**src/rtl/gesture_classifier.sv**
```systemverilog
// Debounces a finger-status pattern, classifies it into a sign code and hands each new code out once
// over valid/ready. Define GESTURE_HOLD_CNT_EN to add the hold_cycles output.
module gesture_classifier #(
   parameter int NUM_FINGERS   = 5,
   parameter int CODE_W        = 4,
   parameter int STABLE_CYCLES = 8,
   parameter int CNT_W         = 8
) (
   input  logic                   clk,
   input  logic                   rst,
   input  logic                   enable,
   input  logic [NUM_FINGERS-1:0] finger_status,
   output logic [CODE_W-1:0]      sign_value,
   output logic                   sign_valid,
   input  logic                   sign_ready
`ifdef GESTURE_HOLD_CNT_EN
   ,
   output logic [CNT_W-1:0]       hold_cycles
`endif
);

   localparam logic [1:0] S_IDLE   = 2'd0;
   localparam logic [1:0] S_SETTLE = 2'd1;
   localparam logic [1:0] S_EMIT   = 2'd2;
   localparam logic [1:0] S_HOLD   = 2'd3;

   localparam logic [CODE_W-1:0] UNKNOWN     = '1;
   localparam logic [CNT_W-1:0]  CNT_MAX     = '1;
   localparam logic [CNT_W-1:0]  SETTLE_LAST = CNT_W'(STABLE_CYCLES - 1);

   logic [1:0]             state;
   logic [NUM_FINGERS-1:0] sample_q;
   logic [CNT_W-1:0]       stable_cnt;
   logic [CODE_W-1:0]      last_code;

   logic                   same_sample;
   logic                   settle_done;
   logic                   accept;
   logic                   enter_hold;
   logic [CODE_W-1:0]      code_now;

   // A non-zero pattern is a single run of ones iff filling its trailing zeros yields 2**k-1.
   function automatic logic [CODE_W-1:0] classify(input logic [NUM_FINGERS-1:0] p);
      logic [NUM_FINGERS-1:0] filled;
      logic [CODE_W-1:0]      ones;
      filled = p | (p - NUM_FINGERS'(1));
      ones   = '0;
      for (int i = 0; i < NUM_FINGERS; i++) begin
         ones = ones + CODE_W'(p[i]);
      end
      if (p == '0) begin
         return '0;
      end else if (((filled + NUM_FINGERS'(1)) & filled) == '0) begin
         return ones;
      end else begin
         return UNKNOWN;
      end
   endfunction

   // The counter restarts on acceptance so a change made while EMIT was stalled still needs a full
   // debounce window; ">=" lets a pattern that was already stable on entry to SETTLE be accepted.
   always_comb begin
      same_sample = (finger_status == sample_q);
      code_now    = classify(sample_q);
      accept      = sign_valid & sign_ready;
      settle_done = (state == S_SETTLE) && same_sample && (stable_cnt >= SETTLE_LAST);
      enter_hold  = (enable && settle_done && (code_now == last_code)) ||
                    ((state == S_EMIT) && accept && enable);
   end

   always_ff @(posedge clk or posedge rst) begin
      if (rst) begin
         sample_q   <= '0;
         stable_cnt <= '0;
         last_code  <= UNKNOWN;
         sign_value <= UNKNOWN;
         sign_valid <= 1'b0;
         state      <= S_IDLE;
      end else begin
         sample_q <= finger_status;
         if ((state == S_EMIT) && accept) begin
            stable_cnt <= '0;
         end else if (same_sample) begin
            stable_cnt <= (stable_cnt == CNT_MAX) ? stable_cnt : stable_cnt + CNT_W'(1);
         end else begin
            stable_cnt <= '0;
         end

         case (state)
            S_IDLE: begin
               if (enable) state <= S_SETTLE;
            end
            S_SETTLE: begin
               if (!enable) begin
                  state <= S_IDLE;
               end else if (settle_done) begin
                  if (code_now != last_code) begin
                     sign_value <= code_now;
                     last_code  <= code_now;
                     sign_valid <= 1'b1;
                     state      <= S_EMIT;
                  end else begin
                     state <= S_HOLD;
                  end
               end
            end
            S_EMIT: begin
               if (accept) begin
                  sign_valid <= 1'b0;
                  state      <= enable ? S_HOLD : S_IDLE;
               end
            end
            S_HOLD: begin
               // A code that changed while EMIT was stalled also needs to be settled and sent.
               if (!enable) begin
                  state <= S_IDLE;
               end else if (!same_sample || (code_now != last_code)) begin
                  state <= S_SETTLE;
               end
            end
            default: state <= S_IDLE;
         endcase
      end
   end

`ifdef GESTURE_HOLD_CNT_EN
   always_ff @(posedge clk or posedge rst) begin
      if (rst) begin
         hold_cycles <= '0;
      end else if ((state != S_HOLD) && enter_hold) begin
         hold_cycles <= '0;
      end else if ((state == S_HOLD) && (hold_cycles != CNT_MAX)) begin
         hold_cycles <= hold_cycles + CNT_W'(1);
      end
   end
`else
   logic unused_enter_hold;
   assign unused_enter_hold = enter_hold;
`endif

endmodule

```
**config.mk**
```make
export PLATFORM = sky130hd
export DESIGN_NAME = gesture_classifier
export DESIGN_NICKNAME = d
export VERILOG_FILES = /design/src/rtl/gesture_classifier.sv
export SDC_FILE = /design/constraint.sdc
export NUM_CORES = 1
export LEC_CHECK = 0
export BUFFER_PORTS_ARGS = -buffer_cell sky130_fd_sc_hd__buf_2
export CAP_MARGIN = 40
export CORE_AREA = 2 2 53 55
export DETAILED_ROUTE_END_ITERATION = 12
export DIE_AREA = 0 0 55 57
export GPL_TIMING_DRIVEN = 0
export PLACE_DENSITY = 0.76
export SLEW_MARGIN = 20
export SYNTH_ARGS = -nofsm -noshare
export SYNTH_HDL_FRONTEND = slang
export SYNTH_SLANG_ARGS = --single-unit
```
**constraint.sdc**
```tcl
create_clock -name clk -period 5.59 [get_ports clk]
set_input_delay 0.559 -clock clk [delete_from_list [all_inputs] [get_ports clk]]
set_output_delay 0.559 -clock clk [all_outputs]
set_load 0.03 [all_outputs]
```
==> results of run 1 <==
metrics by stage:
step | setup slack, ns | cells | total power (W) | utilization, %
floorplan | 3.08 | 118 | 0.000184 | -
global placement | 2.94 | 162 | 0.000194 | 50.2
detailed placement | 2.90 | 162 | 0.000196 | 50.2
CTS | 2.87 | 166 | 0.000277 | 51.6
global route | 2.75 | 166 | 0.000289 | 51.6
finish | 2.85 | 166 | 0.000274 | 51.6
cells in the final DEF, fill, tap and decap left out, types with 4 or more instances in the layout:
cell and n:
sky130_fd_sc_hd__nand4_1 4, sky130_fd_sc_hd__nor2_1 11, sky130_fd_sc_hd__nor3_1 4, sky130_fd_sc_hd__nand3_1 6
sky130_fd_sc_hd__buf_2 13, sky130_fd_sc_hd__inv_1 8, sky130_fd_sc_hd__xor2_1 6, sky130_fd_sc_hd__dfrtp_1 16
sky130_fd_sc_hd__dfstp_2 4, sky130_fd_sc_hd__ha_1 5, sky130_fd_sc_hd__nand2_1 9, sky130_fd_sc_hd__o21ai_1 4
power by group through the flow:
stage	clock network [W]	logic (W)	registers [W]
global placement	0	0.0000398	0.000154
CTS	0.0000833	0.0000420	0.000152
finish	0.0000808	0.0000421	0.000152
global route	0.0000908	0.0000464	0.000152
detailed placement	0	0.0000418	0.000154
floorplan	0	0.0000306	0.000154
cells by family (layout without fill, tap and decap cells):
family / count (synthesis) / in the layout / synth area share, %
xor gates and xnor gates: 11 / 11 / 9.21
adders and majority gates: 7 / 7 / 8.49
muxes: 5 / 5 / 4.76
AOI/OAI and AO/OA: 23 / 23 / 14.5
and+or+nand+nor: 44 / 44 / 18.7
buffers and inverters: 8 / 25 / 2.48
DFF: 20 / 20 / 41.8
layout make-up:
type                            instances  area (µm²)
Fill cell                             243        1270
Multi-Input combinational cell         90         673
Sequential cell                        20         505
Timing Repair Buffer                   13        65.1
Tap cell                               31        38.8
Clock buffer                            4        36.3
Inverter                                8        30.0
metal layers:
layer	routed length, µm	up-vias
met1	1060	454
met2	1230	14
met3	43	5
li1	-	459
met5	0	-
met4	34	0
critical path: cells and delay by family, from the launching register on:
| family | cells | cell delay (ns) |
|---|---|---|
| DFF | 1 | 0.51 |
| and+or+nand+nor | 1 | 0.27 |
| AOI/OAI and AO/OA | 3 | 0.72 |
| adders and majority gates | 3 | 1.16 |
worst paths after layout:
check	start	slack [ns]	to	cells past startpoint
setup reg to reg	sample_q[3]	2.85	state[0]	7
max in group asynchronous	rst	4.75	stable_cnt[5]	2
hold / removal	rst	0.38	sample_q[0]	2
hold reg to reg	sign_valid	0.55	sign_valid	2
min in group clk	finger_status[0]	0.39	sample_q[0]	1
setup / recovery	sample_q[3]	2.85	state[0]	7
state kept, by name, indices dropped and copies added, names as in the netlist:
name and flops:
stable_cnt 8, sample_q 5, state 2, sign_valid 1, last_code 4
==> reports/metrics.json, run 1 <==
{
  "outcome": {"value": "finished, final reports clean"},
  "insertion_delay": {"value": 0.29, "unit": "ns"},
  "syn-num-nets": {"value": 134},
  "setup.worst_path.class": {"value": "reg2reg"},
  "pwr-share-seq": {"value": 55.2, "unit": "%"},
  "max_freq": {"value": 0.366, "unit": "GHz"},
  "drt-wirelength-per-cell": {"value": 14.2, "unit": "µm"},
  "clock_tree.root_cell": {"value": "sky130_fd_sc_hd__clkbuf_4"},
  "dp_hpwl": {"value": 1.83, "unit": "mm"},
  "synth-edff-count": {"value": 0},
  "area_fraction_of_the_dominant_cell_type_after_synthesis": {"value": 33.1, "unit": "%"},
  "drive_gt1_share": {"value": 21.5, "unit": "%"},
  "drt_first_iter_violations": {"value": 22},
  "overall_global_routing_usage": {"value": 16.8, "unit": "%"},
  "synth.distinct_cells": {"value": 39},
  "grt_max_degree": {"value": 21},
  "coreArea": {"value": 2620, "unit": "µm²"},
  "power.share.combinational": {"value": 15.3, "unit": "%"},
  "antenna-diode-count": {"value": 0},
  "detailed_place.area": {"value": 1310, "unit": "µm²"},
  "nNetsFinal": {"value": 152},
  "worst_ep_required_time": {"value": 5.81, "unit": "ns"},
  "netlist_area": {"value": 1210, "unit": "µm²"},
  "async_flop_share": {"value": 100, "unit": "%"},
  "remaining_global_route_overflow": {"value": 0},
  "timing.final.max_slew_violations": {"value": 0},
  "leakage": {"value": 0.616, "unit": "nW"},
  "drt-pass1-iter-count": {"value": 4},
  "finClkSkew": {"value": 0.00233, "unit": "ns"},
  "path_max_fanout": {"value": 6},
  "period_share": {"value": 48.9, "unit": "%"},
  "critical_path_arrival": {"value": 2.95, "unit": "ns"},
  "worst_slew_margin_rel": {"value": 50.3, "unit": "%"},
  "clock-sinks": {"value": 20},
  "worst_ir_drop_vdd": {"value": 0.152, "unit": "mV"},
  "vias_in_the_first_global_route": {"value": 958},
  "setup_viol_count_final": {"value": 0},
  "synth.ff_latch_count": {"value": 20},
  "synth.avg_cell_area": {"value": 10.2, "unit": "µm²"},
  "grt_setup_unrepaired": {"value": "no"},
  "internal-power": {"value": 0.000205, "unit": "W"},
  "chipWidth": {"value": 55, "unit": "µm"},
  "antenna_found_initial": {"value": 0},
  "path_clk_slew": {"value": 0.10, "unit": "ns"},
  "yosys_warnings": {"value": 0},
  "maxCapViolations": {"value": 0},
  "p_switching": {"value": 0.0000694, "unit": "W"},
  "postRouteWirelength": {"value": 2.36, "unit": "mm"},
  "port_buffers": {"value": 13},
  "syn_inst": {"value": 118},
  "top_count_cell_post_synth": {"value": "sky130_fd_sc_hd__dfrtp_1"},
  "period_minus_slack": {"value": 2.74, "unit": "ns"},
  "number_of_routed_nets_with_antenna_violations": {"value": 0},
  "crit_chain": {"value": "fa_1 -> fa_1 -> ha_1 -> o31a_1 -> nor3_1 -> o211ai_2 -> a211oi_2"},
  "met3_usage": {"value": 2.36, "unit": "%"},
  "grt_pass1_wl": {"value": 3.85, "unit": "mm"},
  "cp_slowest_stage_delay": {"value": 0.51, "unit": "ns"},
  "cts_hold_buffers": {"value": 0},
  "power.density_cell_area": {"value": 203, "unit": "nW/µm²"},
  "vias_per_cell": {"value": 5.61},
  "layout.cell_area.non_filler": {"value": 1350, "unit": "µm²"},
  "clock_power_share": {"value": 29.4, "unit": "%"},
  "worstMarginPinSlew": {"value": 0.745, "unit": "ns"},
  "clock_tree_from_tritoncts": {"value": "yes"},
  "synth.cells.most_frequent": {"value": "sky130_fd_sc_hd__dfrtp_1 (16), sky130_fd_sc_hd__nor2_1 (11), sky130_fd_sc_hd__nand2_1 (9)"},
  "p_sw_share": {"value": 25.3, "unit": "%"},
  "setup.worst_path.start_class": {"value": "register"},
  "routed-via-count": {"value": 932},
  "hold_ws": {"value": 0.377, "unit": "ns"},
  "global_route.peak_usage_layer": {"value": "met2"},
  "cts.repair.resized": {"value": 0},
  "place.gp.congestion": {"value": 0.746},
  "cts.htree.levels": {"value": 1},
  "grtUsageMet1": {"value": 19.5, "unit": "%"},
  "die_height": {"value": 57, "unit": "µm"},
  "remaining_drc_errors": {"value": 0},
  "start_util": {"value": 46.2, "unit": "%"},
  "gr-usage-met2": {"value": 30.1, "unit": "%"},
  "cts_buffers": {"value": 3},
  "synth_flop_cell": {"value": "sky130_fd_sc_hd__dfrtp_1"},
  "sum_of_negative_setup_slack": {"value": 0, "unit": "ns"},
  "synth_top_cells_by_area": {"value": "sky130_fd_sc_hd__dfrtp_1 (33%), sky130_fd_sc_hd__dfstp_2 (8.7%), sky130_fd_sc_hd__ha_1 (5.2%)"},
  "hold_path.class": {"value": "in2async"},
  "synth_sequential_area_ratio": {"value": 41.8, "unit": "%"},
  "post_cts_buffers": {"value": 0},
  "end_kind": {"value": "register"},
  "cell_accounting_for_the_most_synthesized_area": {"value": "sky130_fd_sc_hd__dfrtp_1"},
  "critPathSlowestCell": {"value": "sky130_fd_sc_hd__dfrtp_1"},
  "final_hold_viols": {"value": 0},
  "cp_most_frequent_cell": {"value": "sky130_fd_sc_hd__fa_1"},
  "area_growth_syn_to_layout": {"value": 11.6, "unit": "%"},
  "floorplan.die_area": {"value": 3140, "unit": "µm²"},
  "top_level_ports": {"value": 14},
  "rows": {"value": 19},
  "buffer_depth_of_the_longest_clock_path": {"value": 2}
}
No activity file was read; power rests on OpenSTA's default activity.
==> run 2, diff against run 1 <==
clock period = 2.69 ns   (was 5.59 ns; I/O delays follow)
==> run 2 against run 1 <==
Sequential power rose by 110%. Register-to-register slack got worse by 2.7 ns. Final cell count rose by 1.2%. Largest power group unchanged. Hold slack got worse by 0.29 ns. Count of clock-buffer cells in the layout did not move. Critical endpoint unchanged. Via count rose by 0.64%.
==> reports/metrics.json, run 2 (synthesis gave the netlist of run 1 again) <==
{
  "grt_max_degree": {"value": 21},
  "top_level_ports": {"value": 14},
  "postRouteWirelength": {"value": 2.41, "unit": "mm"},
  "area_growth_syn_to_layout": {"value": 13.6, "unit": "%"},
  "commonest_non_fill_non_tap_cells_in_the_layout": {"value": "sky130_fd_sc_hd__buf_2 (13), sky130_fd_sc_hd__dfrtp_1 (13), sky130_fd_sc_hd__nor2_1 (11), sky130_fd_sc_hd__nand2_1 (9), sky130_fd_sc_hd__inv_1 (8)"},
  "antenna-diode-count": {"value": 0},
  "finish.cell_count_without_fillers": {"value": 168},
  "clock_tree.root_cell": {"value": "sky130_fd_sc_hd__clkbuf_4"},
  "top_regs": {"value": "stable_cnt: 8 flops, sample_q: 5 flops, last_code: 4 flops"},
  "floorplan.die_area": {"value": 3140, "unit": "µm²"},
  "p_switching": {"value": 0.000145, "unit": "W"},
  "routed-via-count": {"value": 938},
  "coreArea": {"value": 2620, "unit": "µm²"},
  "internal-power": {"value": 0.000429, "unit": "W"},
  "numPlacedInstances": {"value": 162},
  "number_of_routed_nets_with_antenna_violations": {"value": 0},
  "maxCapViolations": {"value": 0},
  "start_util": {"value": 46.2, "unit": "%"},
  "grt_pass1_wl": {"value": 3.85, "unit": "mm"},
  "rows": {"value": 19},
  "pwr-share-seq": {"value": 54.9, "unit": "%"},
  "hold_ws": {"value": 0.0888, "unit": "ns"},
  "num-fill-cells": {"value": 243},
  "worst_slew_margin_rel": {"value": 50.1, "unit": "%"},
  "post-layout-total-power": {"value": 0.000574, "unit": "W"},
  "critical_path_arrival": {"value": 2.79, "unit": "ns"},
  "cp_slowest_stage_delay": {"value": 0.48, "unit": "ns"},
  "cp_most_frequent_cell": {"value": "sky130_fd_sc_hd__fa_1"},
  "final_util": {"value": 52.5, "unit": "%"},
  "r2r_start": {"value": "sample_q[1]"},
  "final_hold_viols": {"value": 0},
  "grt_setup_unrepaired": {"value": "no"},
  "vias_in_the_first_global_route": {"value": 958},
  "worst_ir_drop_vdd": {"value": 0.315, "unit": "mV"},
  "finClkSkew": {"value": 0.00209, "unit": "ns"},
  "drt_first_iter_violations": {"value": 25},
  "top_register": {"value": "stable_cnt"},
  "clock_power_share": {"value": 29.2, "unit": "%"},
  "overall_global_routing_usage": {"value": 16.8, "unit": "%"},
  "largest_register_ffs": {"value": 8},
  "cts.htree.levels": {"value": 1},
  "antenna_found_initial": {"value": 0},
  "vias_per_cell": {"value": 5.58},
  "path_max_fanout": {"value": 5},
  "dp_hpwl": {"value": 1.83, "unit": "mm"},
  "drt-wirelength-per-cell": {"value": 14.3, "unit": "µm"},
  "regToRegSetupSlack": {"value": 0.12, "unit": "ns"},
  "timing.critical_path.max_delay_family": {"value": "adder cells"},
  "end_kind": {"value": "register"},
  "period_minus_slack": {"value": 2.57, "unit": "ns"},
  "setup_viol_count_final": {"value": 0},
  "critPathSlowestCell": {"value": "sky130_fd_sc_hd__fa_1"},
  "clock_tree_from_tritoncts": {"value": "yes"},
  "clock-sinks": {"value": 20},
  "r2r_end": {"value": "state[0]"},
  "path_clk_slew": {"value": 0.10, "unit": "ns"},
  "setup.worst_path.class": {"value": "reg2reg"},
  "cts_buffers": {"value": 3},
  "port_buffers": {"value": 13},
  "die_height": {"value": 57, "unit": "µm"},
  "max_freq": {"value": 0.389, "unit": "GHz"},
  "outcome": {"value": "finished, final reports clean"},
  "insertion_delay": {"value": 0.29, "unit": "ns"},
  "worstMarginPinSlew": {"value": 0.748, "unit": "ns"},
  "remaining_global_route_overflow": {"value": 0},
  "hold_path.class": {"value": "in2async"},
  "leakage": {"value": 0.627, "unit": "nW"},
  "power.density_cell_area": {"value": 418, "unit": "nW/µm²"},
  "remaining_drc_errors": {"value": 0},
  "crit_chain": {"value": "fa_1 -> fa_1 -> ha_1 -> o31a_1 -> nor3_2 -> o211ai_2 -> a211oi_2"},
  "sum_of_negative_setup_slack": {"value": 0, "unit": "ns"},
  "place.gp.congestion": {"value": 0.746},
  "setup.worst_path.start_class": {"value": "register"},
  "cts_hold_buffers": {"value": 0},
  "power.share.combinational": {"value": 15.9, "unit": "%"},
  "worst_ep_required_time": {"value": 2.91, "unit": "ns"},
  "drt-pass1-iter-count": {"value": 4},
  "nNetsFinal": {"value": 154},
  "buffer_depth_of_the_longest_clock_path": {"value": 2},
  "timing.final.max_slew_violations": {"value": 0},
  "reg2regPathDepth": {"value": 7},
  "timing.critical_path.buf_inv": {"value": 0},
  "chipWidth": {"value": 55, "unit": "µm"},
  "drive_gt1_share": {"value": 25.5, "unit": "%"},
  "p_sw_share": {"value": 25.3, "unit": "%"},
  "period_share": {"value": 95.7, "unit": "%"}
}
run 2: how the worst max path moves through the flow:
stage	cells after the start	end	slack, ns	start
detailed placement	7	state[0]	0.00002	sample_q[0]
floorplan	7	state[0]	0.18	sample_q[0]
global placement	7	state[0]	0.04	sample_q[0]
CTS	7	state[0]	0.05	sample_q[0]
global route	7	state[0]	0.002	sample_q[1]
finish	7	state[0]	0.12	sample_q[1]
run 2: power by group through the flow:
stage                     clock network, W  registers [W]   logic, W
after floorplan                          0       0.000319  0.0000635
after global placement                   0       0.000320  0.0000828
after detailed placement                 0       0.000321  0.0000868
after CTS                         0.000173       0.000315  0.0000882
after global routing              0.000189       0.000316   0.000101
final                             0.000168       0.000315  0.0000914
run 2: metrics by stage:
stage / worst slack [ns] / area (µm²)
detailed placement: 0.0000195 / 1310
finish: 0.116 / 1370
global placement: 0.0419 / 1310
CTS: 0.0525 / 1350
global route: 0.00237 / 1370
floorplan: 0.183 / 1210
run 2: repair_timing:
| item | in CTS | in global routing |
|---|---|---|
| setup buffers | 0 | 2 |
| gates resized for setup | 1 | 3 |
| endpoints found under the setup margin | 1 | 2 |
run 2: cell type report:
| cell class | instances | area [µm²] | area share [%] |
|---|---|---|---|
| Clock buffer | 4 | 36.3 | 2.64 |
| Inverter | 8 | 30.0 | 2.19 |
| Multi-Input combinational cell | 90 | 678 | 49.4 |
| Sequential cell | 20 | 509 | 37.1 |
| Timing Repair Buffer | 15 | 80.1 | 5.83 |
| Tap cell | 31 | 38.8 | 2.83 |
run 2: layer usage:
metal | GRT usage, % | part of all wire (%)
met3 | 2.36 | 1.7
met5 | 0 | 0
met4 | 6.27 | 1.4
met2 | 30.1 | 52
met1 | 19.5 | 44
==> run 3, diff against run 2 <==
BUFFER_PORTS_ARGS = not set   (was -buffer_cell sky130_fd_sc_hd__buf_2)
DONT_BUFFER_PORTS = 1   (was not set)
PLACE_DENSITY = 0.71   (was 0.76)
SKIP_CTS_REPAIR_TIMING = 1   (was not set)
==> run 3 against run 2 <==
Via count up 0.53%. The run now ends with negative hold slack left. Largest power group unchanged. Non-clock buffer count down 5. Sequential power about the same. Routed wire length up 2.3%. Critical path depth unchanged.
==> reports/metrics.json, run 3 (synthesis gave the netlist of run 1 again) <==
{
  "num-fill-cells": {"value": 224},
  "place.gp.congestion": {"value": 0.807},
  "drt-pass1-iter-count": {"value": 4},
  "area_growth_syn_to_layout": {"value": 15.7, "unit": "%"},
  "outcome": {"value": "finished with violations"},
  "r2r_start": {"value": "sample_q[0]"},
  "period_share": {"value": 95.7, "unit": "%"},
  "hold_ws": {"value": -0.0324, "unit": "ns"},
  "setup.worst_path.start_class": {"value": "register"},
  "drt_first_iter_violations": {"value": 15},
  "timing.final.max_slew_violations": {"value": 0},
  "number_of_routed_nets_with_antenna_violations": {"value": 0},
  "drt-wirelength-per-cell": {"value": 15.1, "unit": "µm"},
  "clock-sinks": {"value": 20},
  "regToRegSetupSlack": {"value": 0.12, "unit": "ns"},
  "numPlacedInstances": {"value": 149},
  "hold_path.class": {"value": "in2async"},
  "top_register": {"value": "stable_cnt"},
  "layout.cell_area.non_filler": {"value": 1400, "unit": "µm²"},
  "worst_slew_margin_rel": {"value": 48.6, "unit": "%"},
  "insertion_delay": {"value": 0.31, "unit": "ns"},
  "cts_buffers": {"value": 3},
  "critPathSlowestCell": {"value": "sky130_fd_sc_hd__fa_1"},
  "start_util": {"value": 46.2, "unit": "%"},
  "worst_ir_drop_vdd": {"value": 0.319, "unit": "mV"},
  "antenna-diode-count": {"value": 0},
  "remaining_drc_errors": {"value": 0},
  "top_regs": {"value": "stable_cnt: 8 flops, sample_q: 5 flops, last_code: 4 flops"},
  "overall_global_routing_usage": {"value": 16.3, "unit": "%"},
  "sum_of_negative_setup_slack": {"value": 0, "unit": "ns"},
  "reg2regPathDepth": {"value": 7},
  "finish.cell_count_without_fillers": {"value": 163},
  "leakage": {"value": 0.604, "unit": "nW"},
  "setup_viol_count_final": {"value": 0},
  "path_clk_slew": {"value": 0.13, "unit": "ns"},
  "timing.critical_path.max_delay_family": {"value": "adder cells"},
  "vias_in_the_first_global_route": {"value": 926},
  "commonest_non_fill_non_tap_cells_in_the_layout": {"value": "sky130_fd_sc_hd__dfrtp_1 (13), sky130_fd_sc_hd__nor2_1 (11), sky130_fd_sc_hd__nand2_1 (9), sky130_fd_sc_hd__inv_1 (8)"},
  "chipWidth": {"value": 55, "unit": "µm"},
  "grt_pass1_wl": {"value": 3.74, "unit": "mm"},
  "nNetsFinal": {"value": 149},
  "power.density_cell_area": {"value": 469, "unit": "nW/µm²"},
  "setup.worst_path.class": {"value": "reg2reg"},
  "rows": {"value": 19},
  "worstMarginPinSlew": {"value": 0.770, "unit": "ns"},
  "dp_hpwl": {"value": 1.79, "unit": "mm"},
  "setup_slack": {"value": 0.116, "unit": "ns"},
  "r2r_end": {"value": "state[0]"},
  "postRouteWirelength": {"value": 2.46, "unit": "mm"},
  "grt_max_degree": {"value": 21},
  "maxCapViolations": {"value": 0},
  "port_buffers": {"value": 0},
  "top_level_ports": {"value": 14},
  "worst_ep_required_time": {"value": 2.92, "unit": "ns"},
  "die_height": {"value": 57, "unit": "µm"},
  "cp_slowest_stage_delay": {"value": 0.49, "unit": "ns"},
  "buffer_depth_of_the_longest_clock_path": {"value": 2},
  "critical_path_arrival": {"value": 2.81, "unit": "ns"},
  "place_worst_setup_slack": {"value": -0.0462, "unit": "ns"},
  "crit_chain": {"value": "fa_1 -> fa_2 -> ha_1 -> o31a_1 -> nor3_2 -> o211ai_2 -> a211oi_2"},
  "largest_register_ffs": {"value": 8},
  "end_kind": {"value": "register"},
  "cts.htree.levels": {"value": 1},
  "final_hold_viols": {"value": 16},
  "max_freq": {"value": 0.389, "unit": "GHz"},
  "floorplan.die_area": {"value": 3140, "unit": "µm²"},
  "timing.critical_path.buf_inv": {"value": 0},
  "layout.cells.most_common": {"value": "sky130_fd_sc_hd__dfrtp_1"},
  "coreArea": {"value": 2620, "unit": "µm²"},
  "path_max_fanout": {"value": 3},
  "period_minus_slack": {"value": 2.57, "unit": "ns"},
  "routed-via-count": {"value": 943},
  "finClkSkew": {"value": 0.0143, "unit": "ns"},
  "violated_checks": {"value": "negative hold slack"},
  "antenna_found_initial": {"value": 0},
  "detailed_place.area": {"value": 1250, "unit": "µm²"},
  "vias_per_cell": {"value": 5.79},
  "remaining_global_route_overflow": {"value": 0},
  "clock_tree_from_tritoncts": {"value": "yes"},
  "drive_gt1_share": {"value": 19.7, "unit": "%"},
  "clock_tree.root_cell": {"value": "sky130_fd_sc_hd__clkbuf_4"}
}
==> run 3: cell types whose count changed in the layout (fill, tap and decap cells not counted), sizes merged <==
cell	change
buf	-10
bufinv	+1
clkbuf	-1
dlygate4sd3	+5
==> run 3: where the power goes <==
group | internal [W] | leakage, nW | total, W | switching [W]
registers | 0.000307 | 0.248 | 0.000314 | 0.00000747
clock network | 0.000151 | 0.0279 | 0.000249 | 0.0000982
logic | 0.0000447 | 0.329 | 0.0000924 | 0.0000477
==> run 3: worst max-delay path by stage <==
stage | startpoint | to | slack, ns | cells after the start
6_report | sample_q[0] | state[0] | 0.12 | 7
5_1_grt | sample_q[0] | state[0] | -0.001 | 7
4_1_cts | sample_q[0] | state[0] | -0.06 | 7
3_5_place_dp | sample_q[0] | state[0] | -0.05 | 7
3_3_place_gp | sample_q[0] | state[0] | 0.05 | 7
2_1_floorplan | sample_q[0] | state[0] | 0.18 | 7
==> run 3: layout make-up <==
cell class	instances	area [µm²]	share of cell area [%]
well taps	31	38.8	2.77
flip-flops and latches	20	509	36.4
clock inverters	1	30.0	2.15
multi-input cells	90	681	48.7
clock buffers	3	22.5	1.61
repair buffers	10	87.6	6.26
inverters	8	30.0	2.15
==> run 3: worst reg2reg max path: cells and delay by family (launching register included) <==
kind,cells,cell delay [ns]
compound gates,3,0.71
fa+ha+maj,3,1.13
flops,1,0.45
simple gates,1,0.22
==> run 3: per-layer routing <==
layer / share of wire [%] / track usage [%]
met1: 40 / 18.8
met2: 57 / 28.6
met3: 1.8 / 2.36
met4: 1.7 / 7.67
met5: 0 / 0
==> run 3: metrics by stage <==
step	power (W)	util, %
after CTS	0.000646	49.7
after global placement	0.000395	47.7
after floorplan	0.000383	-
after detailed placement	0.000398	47.7
after global routing	0.000681	53.5
final	0.000656	53.5
